<file path="config.mk">
export PLATFORM = sky130hd
export DESIGN_NAME = multicycle_ctrl
export DESIGN_NICKNAME = d
export VERILOG_FILES = /design/src/rtl/cpu_pkg.sv /design/src/rtl/multicycle_ctrl.sv
export SDC_FILE = /design/constraint.sdc
export NUM_CORES = 1
export LEC_CHECK = 0
export BUFFER_PORTS_ARGS = -buffer_cell sky130_fd_sc_hd__buf_2
export CAP_MARGIN = 20
export CORE_UTILIZATION = 47
export CTS_BUF_LIST = sky130_fd_sc_hd__clkbuf_4 sky130_fd_sc_hd__clkbuf_8
export DETAILED_ROUTE_END_ITERATION = 8
export HOLD_SLACK_MARGIN = 0.05
export PLACE_DENSITY = 0.77
export SKIP_CTS_REPAIR_TIMING = 1
export SLEW_MARGIN = 15
export SYNTH_ARGS = -nofsm -noshare
export SYNTH_HDL_FRONTEND = slang
export SYNTH_SLANG_ARGS = --single-unit
</file>
<file path="constraint.sdc">
create_clock -name clk -period 2.21 [get_ports clk]
set_clock_uncertainty 0.15 [all_clocks]
set_input_delay 0.1105 -clock clk [delete_from_list [all_inputs] [get_ports clk]]
set_output_delay 0.1105 -clock clk [all_outputs]
set_load 0.01 [all_outputs]
</file>
<file path="src/rtl/cpu_pkg.sv">
// Shared CPU definitions: controller state encoding and RV32I major opcodes.
package cpu_pkg;

   typedef enum logic [2:0] {
      ST_FETCH  = 3'd0,
      ST_DECODE = 3'd1,
      ST_EXEC   = 3'd2,
      ST_MEM    = 3'd3,
      ST_WB     = 3'd4,
      ST_TRAP   = 3'd5
   } state_e;

   localparam logic [6:0] OPC_LOAD   = 7'b0000011;
   localparam logic [6:0] OPC_STORE  = 7'b0100011;
   localparam logic [6:0] OPC_OP     = 7'b0110011;
   localparam logic [6:0] OPC_OP_IMM = 7'b0010011;
   localparam logic [6:0] OPC_LUI    = 7'b0110111;
   localparam logic [6:0] OPC_AUIPC  = 7'b0010111;
   localparam logic [6:0] OPC_JAL    = 7'b1101111;
   localparam logic [6:0] OPC_JALR   = 7'b1100111;
   localparam logic [6:0] OPC_BRANCH = 7'b1100011;

   localparam logic [31:0] NOP_INSTR = 32'h0000_0013;

   function automatic logic is_known_op(input logic [6:0] opcode);
      logic known;
      case (opcode)
         OPC_LOAD, OPC_STORE, OPC_OP, OPC_OP_IMM, OPC_LUI,
         OPC_AUIPC, OPC_JAL, OPC_JALR, OPC_BRANCH: known = 1'b1;
         default:                                  known = 1'b0;
      endcase
      return known;
   endfunction

endpackage

</file>
<file path="src/rtl/multicycle_ctrl.sv">
// Multicycle CPU controller: FETCH/DECODE/EXEC/MEM/WB sequencing, PC update
// and a sticky trap state for illegal opcodes or misaligned redirects.
module multicycle_ctrl
   import cpu_pkg::*;
#(
   parameter logic [31:0] RESET_PC = 32'h0000_0000
) (
   input  logic        clk,
   input  logic        rst_n,
   output logic        imem_req,
   output logic [31:0] imem_addr,
   input  logic        imem_valid,
   input  logic [31:0] imem_rdata,
   output logic [31:0] ir,
   input  logic [6:0]  op,
   input  logic        branch_taken,
   input  logic [31:0] target,
   output logic        dmem_req,
   output logic        dmem_we,
   input  logic        dmem_done,
   output logic        rf_we,
   output logic [31:0] pc,
   output logic [2:0]  state,
   output logic        trap
);

   state_e      state_q, state_d;
   logic [31:0] pc_q, pc_d;
   logic [31:0] ir_q, ir_d;
   logic        redirect_q, redirect_d;
   logic [31:0] target_q, target_d;
   logic        run_q;
   logic        go_fetch;

   // run_q keeps imem_req low while in reset and raises it on the first edge after release
   always_ff @(posedge clk or negedge rst_n) begin
      if (!rst_n) begin
         state_q    <= ST_FETCH;
         pc_q       <= RESET_PC;
         ir_q       <= NOP_INSTR;
         redirect_q <= 1'b0;
         target_q   <= '0;
         run_q      <= 1'b0;
      end else begin
         state_q    <= state_d;
         pc_q       <= pc_d;
         ir_q       <= ir_d;
         redirect_q <= redirect_d;
         target_q   <= target_d;
         run_q      <= 1'b1;
      end
   end

   always_comb begin
      state_d    = state_q;
      pc_d       = pc_q;
      ir_d       = ir_q;
      redirect_d = redirect_q;
      target_d   = target_q;
      go_fetch   = 1'b0;
      imem_req   = 1'b0;
      dmem_req   = 1'b0;
      dmem_we    = 1'b0;
      rf_we      = 1'b0;
      trap       = 1'b0;

      case (state_q)
         ST_FETCH: begin
            imem_req = run_q;
            if (run_q && imem_valid) begin
               ir_d    = imem_rdata;
               state_d = ST_DECODE;
            end
         end
         ST_DECODE: begin
            state_d = is_known_op(op) ? ST_EXEC : ST_TRAP;
         end
         ST_EXEC: begin
            redirect_d = (op == OPC_JAL) || (op == OPC_JALR) ||
                         ((op == OPC_BRANCH) && branch_taken);
            target_d   = target;
            case (op)
               OPC_LOAD, OPC_STORE: state_d  = ST_MEM;
               OPC_BRANCH:          go_fetch = 1'b1;
               default:             state_d  = ST_WB;
            endcase
         end
         ST_MEM: begin
            dmem_req = 1'b1;
            dmem_we  = (op == OPC_STORE);
            if (dmem_done) begin
               if (op == OPC_LOAD) state_d  = ST_WB;
               else                go_fetch = 1'b1;
            end
         end
         ST_WB: begin
            rf_we    = 1'b1;
            go_fetch = 1'b1;
         end
         ST_TRAP: begin
            trap = 1'b1;
         end
         default: begin
            state_d = ST_TRAP;
         end
      endcase

      // A branch leaves EXEC on the same edge it latches, so the _d copies are used here
      if (go_fetch) begin
         if (redirect_d) begin
            if (target_d[1:0] != 2'b00) begin
               state_d = ST_TRAP;
            end else begin
               pc_d    = target_d;
               state_d = ST_FETCH;
            end
         end else begin
            pc_d    = pc_q + 32'd4;
            state_d = ST_FETCH;
         end
      end
   end

   assign imem_addr = pc_q;
   assign pc        = pc_q;
   assign ir        = ir_q;
   assign state     = state_q;

endmodule

</file>
==> results.md <==
- Total CTS buffers: 9
- Post-Synthesis Cells: 484
- Total GRT Usage: 26.01%
- Arr. time, crit path: 2.37 ns
- WL final: 16.92 mm
- Initial Util: 48.85%
- First-pass GRT wire length: 23.67 mm
- Crit path max-delay cell type: dfrtp_1
- Hold WC Path Type: primary input to register
- Post-route DRC: 0
- Final WS setup: -0.04812 ns
- Post-route minimum period: 2.258 ns
- Clock Path Buffers: 2
- FMAX: 0.4428 GHz
- Top FF cell, synth: dfrtp_1
- Post-route insts no fill: 902
- Diode count: 0
- # IOs: 180
- CP Launch Type: register
- # H-tree levels: 3
- Die W: 108.8 µm
- Core Area: 0.01098 mm²
- CP peak stage delay: 0.42 ns
- Initial antenna violation count: 0
- Synth warnings: 0
- CTS root buf: clkbuf_8
- Setup TNS Final: -0.1917 ns
- DRT Pass-1 Iters: 5
- CP Max Fanout: 7
- Leading area contributor after synthesis: dfrtp_1
- Mapped cell area: 0.005365 mm²
- Synth top area share: 45.71%
- Placer Congestion: 1.004
- Number of port buffers: 179
- Chip height: 108.8 µm
- Synth cell types: 67
- Seq/Total Area, Yosys: 47.18%
- Buf/Inv on CP: 2
- LEAKAGE: 3.887 nW
- Pwr/cell area: 880.2 mW/mm²
- FP Rows: 38
- Syn Area/Cell: 11.09 µm²
- Crit-path leading delay family: compound AO/OA/AOI/OAI gates
- Tightest Pin Transition: 0.6777 ns
- Sink Count: 101
- CTS clk-pin slew, worst paths: 0.09 ns
- Largest net degree at the start of global routing: 66
- EDFF count, synth: 0
- Period utilisation layout: 102.2%
- Final slew viol count: 0
- Nets: 834
- Failing checks: setup timing
- Via density per instance: 5.871
- Synth area leaders: dfrtp_1, mux2_2, buf_4
- Mapped Nets: 561
- Final Hold Vio Count: 0
- Status: complete, but fails checks
- Worst Setup Path Type: register to register
- Die area: 0.01185 mm²
- MaxCap Viol Count: 0
- Final setup viols: 9
- Worst-Skew Late Latency: 0.38 ns
- Most common library cells after synthesis: dfrtp_1, mux2_2, buf_4
- WP data required: 2.32 ns
- WL per Instance: 18.76 µm
- CTS tree: yes
- First DRT Iteration DRCs: 439
- Unrepaired setup endpoints after global routing: yes
- Area growth, synth to finish: 43.77%
- Max-slew headroom: 54.47%
- Synth Register Bits: 101
- Fillers: 778
- Layout cells sized above 1: 49.61%
- Vias in the first global route: 4796
- Post-DP HPWL: 11.24 mm
- FFs w/ async S/R, synth: 100.0%
- Critical Path End Type: register
- ANT nets after route: 0
- Total grt overflow: 0
- Top-count cell post-synth: dfrtp_1
- Critical path, cell by cell: buf_6 > and4b_2 > a21o_1 > nor3_4 > a21oi_1 > buf_4 > o221a_2
- Via count: 5296
- Total placed cells including tap cells: 802
- Peak supply drop: 0.6149 mV
worst paths after layout:
check,from,endpoint,slack [ns],depth (start not counted)
min in group asynchronous,rst_n,ir[12],0.07,2
max in group asynchronous,rst_n,redirect_q,1.11,3
max,state[0],imem_addr[20],-0.05,7
min,imem_valid,state[0],0.05,3
min reg2reg,target_q[26],target_q[26],0.35,1
max reg2reg,state[0],imem_addr[20],-0.05,7
placed cells by master (no fill, tap or decap), drive strengths merged, types with 6 or more instances in the layout:
cell type,synthesis,routed
clkbuf,10,13
nor3,17,17
dlygate4sd3,0,65
nand3,17,17
and3,11,11
o221a,8,8
a31oi,8,8
o21ai,13,13
nor2,19,19
nand2,16,16
buf,50,257
nand4,16,16
inv,7,7
a311oi,6,6
dfrtp,98,98
nor4,9,9
mux2,66,66
or3,9,9
a21oi,26,26
per-layer routing:
layer  part of all wire, %  up-vias  global-route usage (%)
li1                      -     2350                       -
met1                    38     2559                   33.20
met2                    51      329                   44.62
met3                   7.0       58                   3.885
met4                   3.4        0                   9.653
met5                     0        -                       0
cell type report:
cell class / count / area [µm²] / share of cell area [%]
clock buffers: 13 / 178.9 / 2.320
clock inverters: 3 / 17.52 / 0.2271
inverters: 7 / 28.78 / 0.3731
multi-input cells: 316 / 2525 / 32.73
flip-flops and latches: 101 / 2531 / 32.81
well taps: 140 / 175.2 / 2.271
repair buffers: 322 / 2257 / 29.26
where the power goes:
part | internal [W] | switching [W]
combinational | 0.00140 | 0.00146
sequential | 0.00245 | 0.000317
clock | 0.000530 | 0.000631
stage by stage:
| step | worst slack [ns] | power (W) | utilization (%) | area, µm² | hold WS (ns) |
|---|---|---|---|---|---|
| final | -0.04812 | 0.006790 | 70.23 | 7714 | 0.05370 |
| after global routing | -0.09970 | 0.007151 | 70.23 | 7714 | 0.08197 |
| after CTS | -0.05722 | 0.006540 | 62.16 | 6827 | -0.4563 |
| after detailed placement | -0.03026 | 0.005384 | 60.37 | 6630 | -0.04306 |
| after global placement | 0.04096 | 0.005258 | 60.37 | 6630 | -0.06076 |
| after floorplan | -0.01778 | 0.004285 | - | 5406 | -0.3351 |
cells by family (layout without fill, tap and decap cells):
family          after synthesis  count (layout)  synth area share [%]
buf+inv                      67             345                 7.603
fa+ha+maj                     1               1                0.2332
compound gates              108             108                 15.49
other cells                   1               1               0.06990
flops                       101             101                 47.18
mux                          71              71                 14.79
simple gates                135             135                 14.65
sequential cells by signal (all words and copies together), names as in the netlist:
signal,cells
state,3
target_q,32
redirect_q,1
imem_addr,32
run_q,1
ir,32
worst reg2reg max path, stage by stage (launching register included):
cell and delay (ns):
dfrtp_1 0.42, buf_6 0.14, and4b_2 0.24, a21o_1 0.21, nor3_4 0.37, a21oi_1 0.14
buf_4 0.20, o221a_2 0.27
Power figures use the tool's default switching activity.
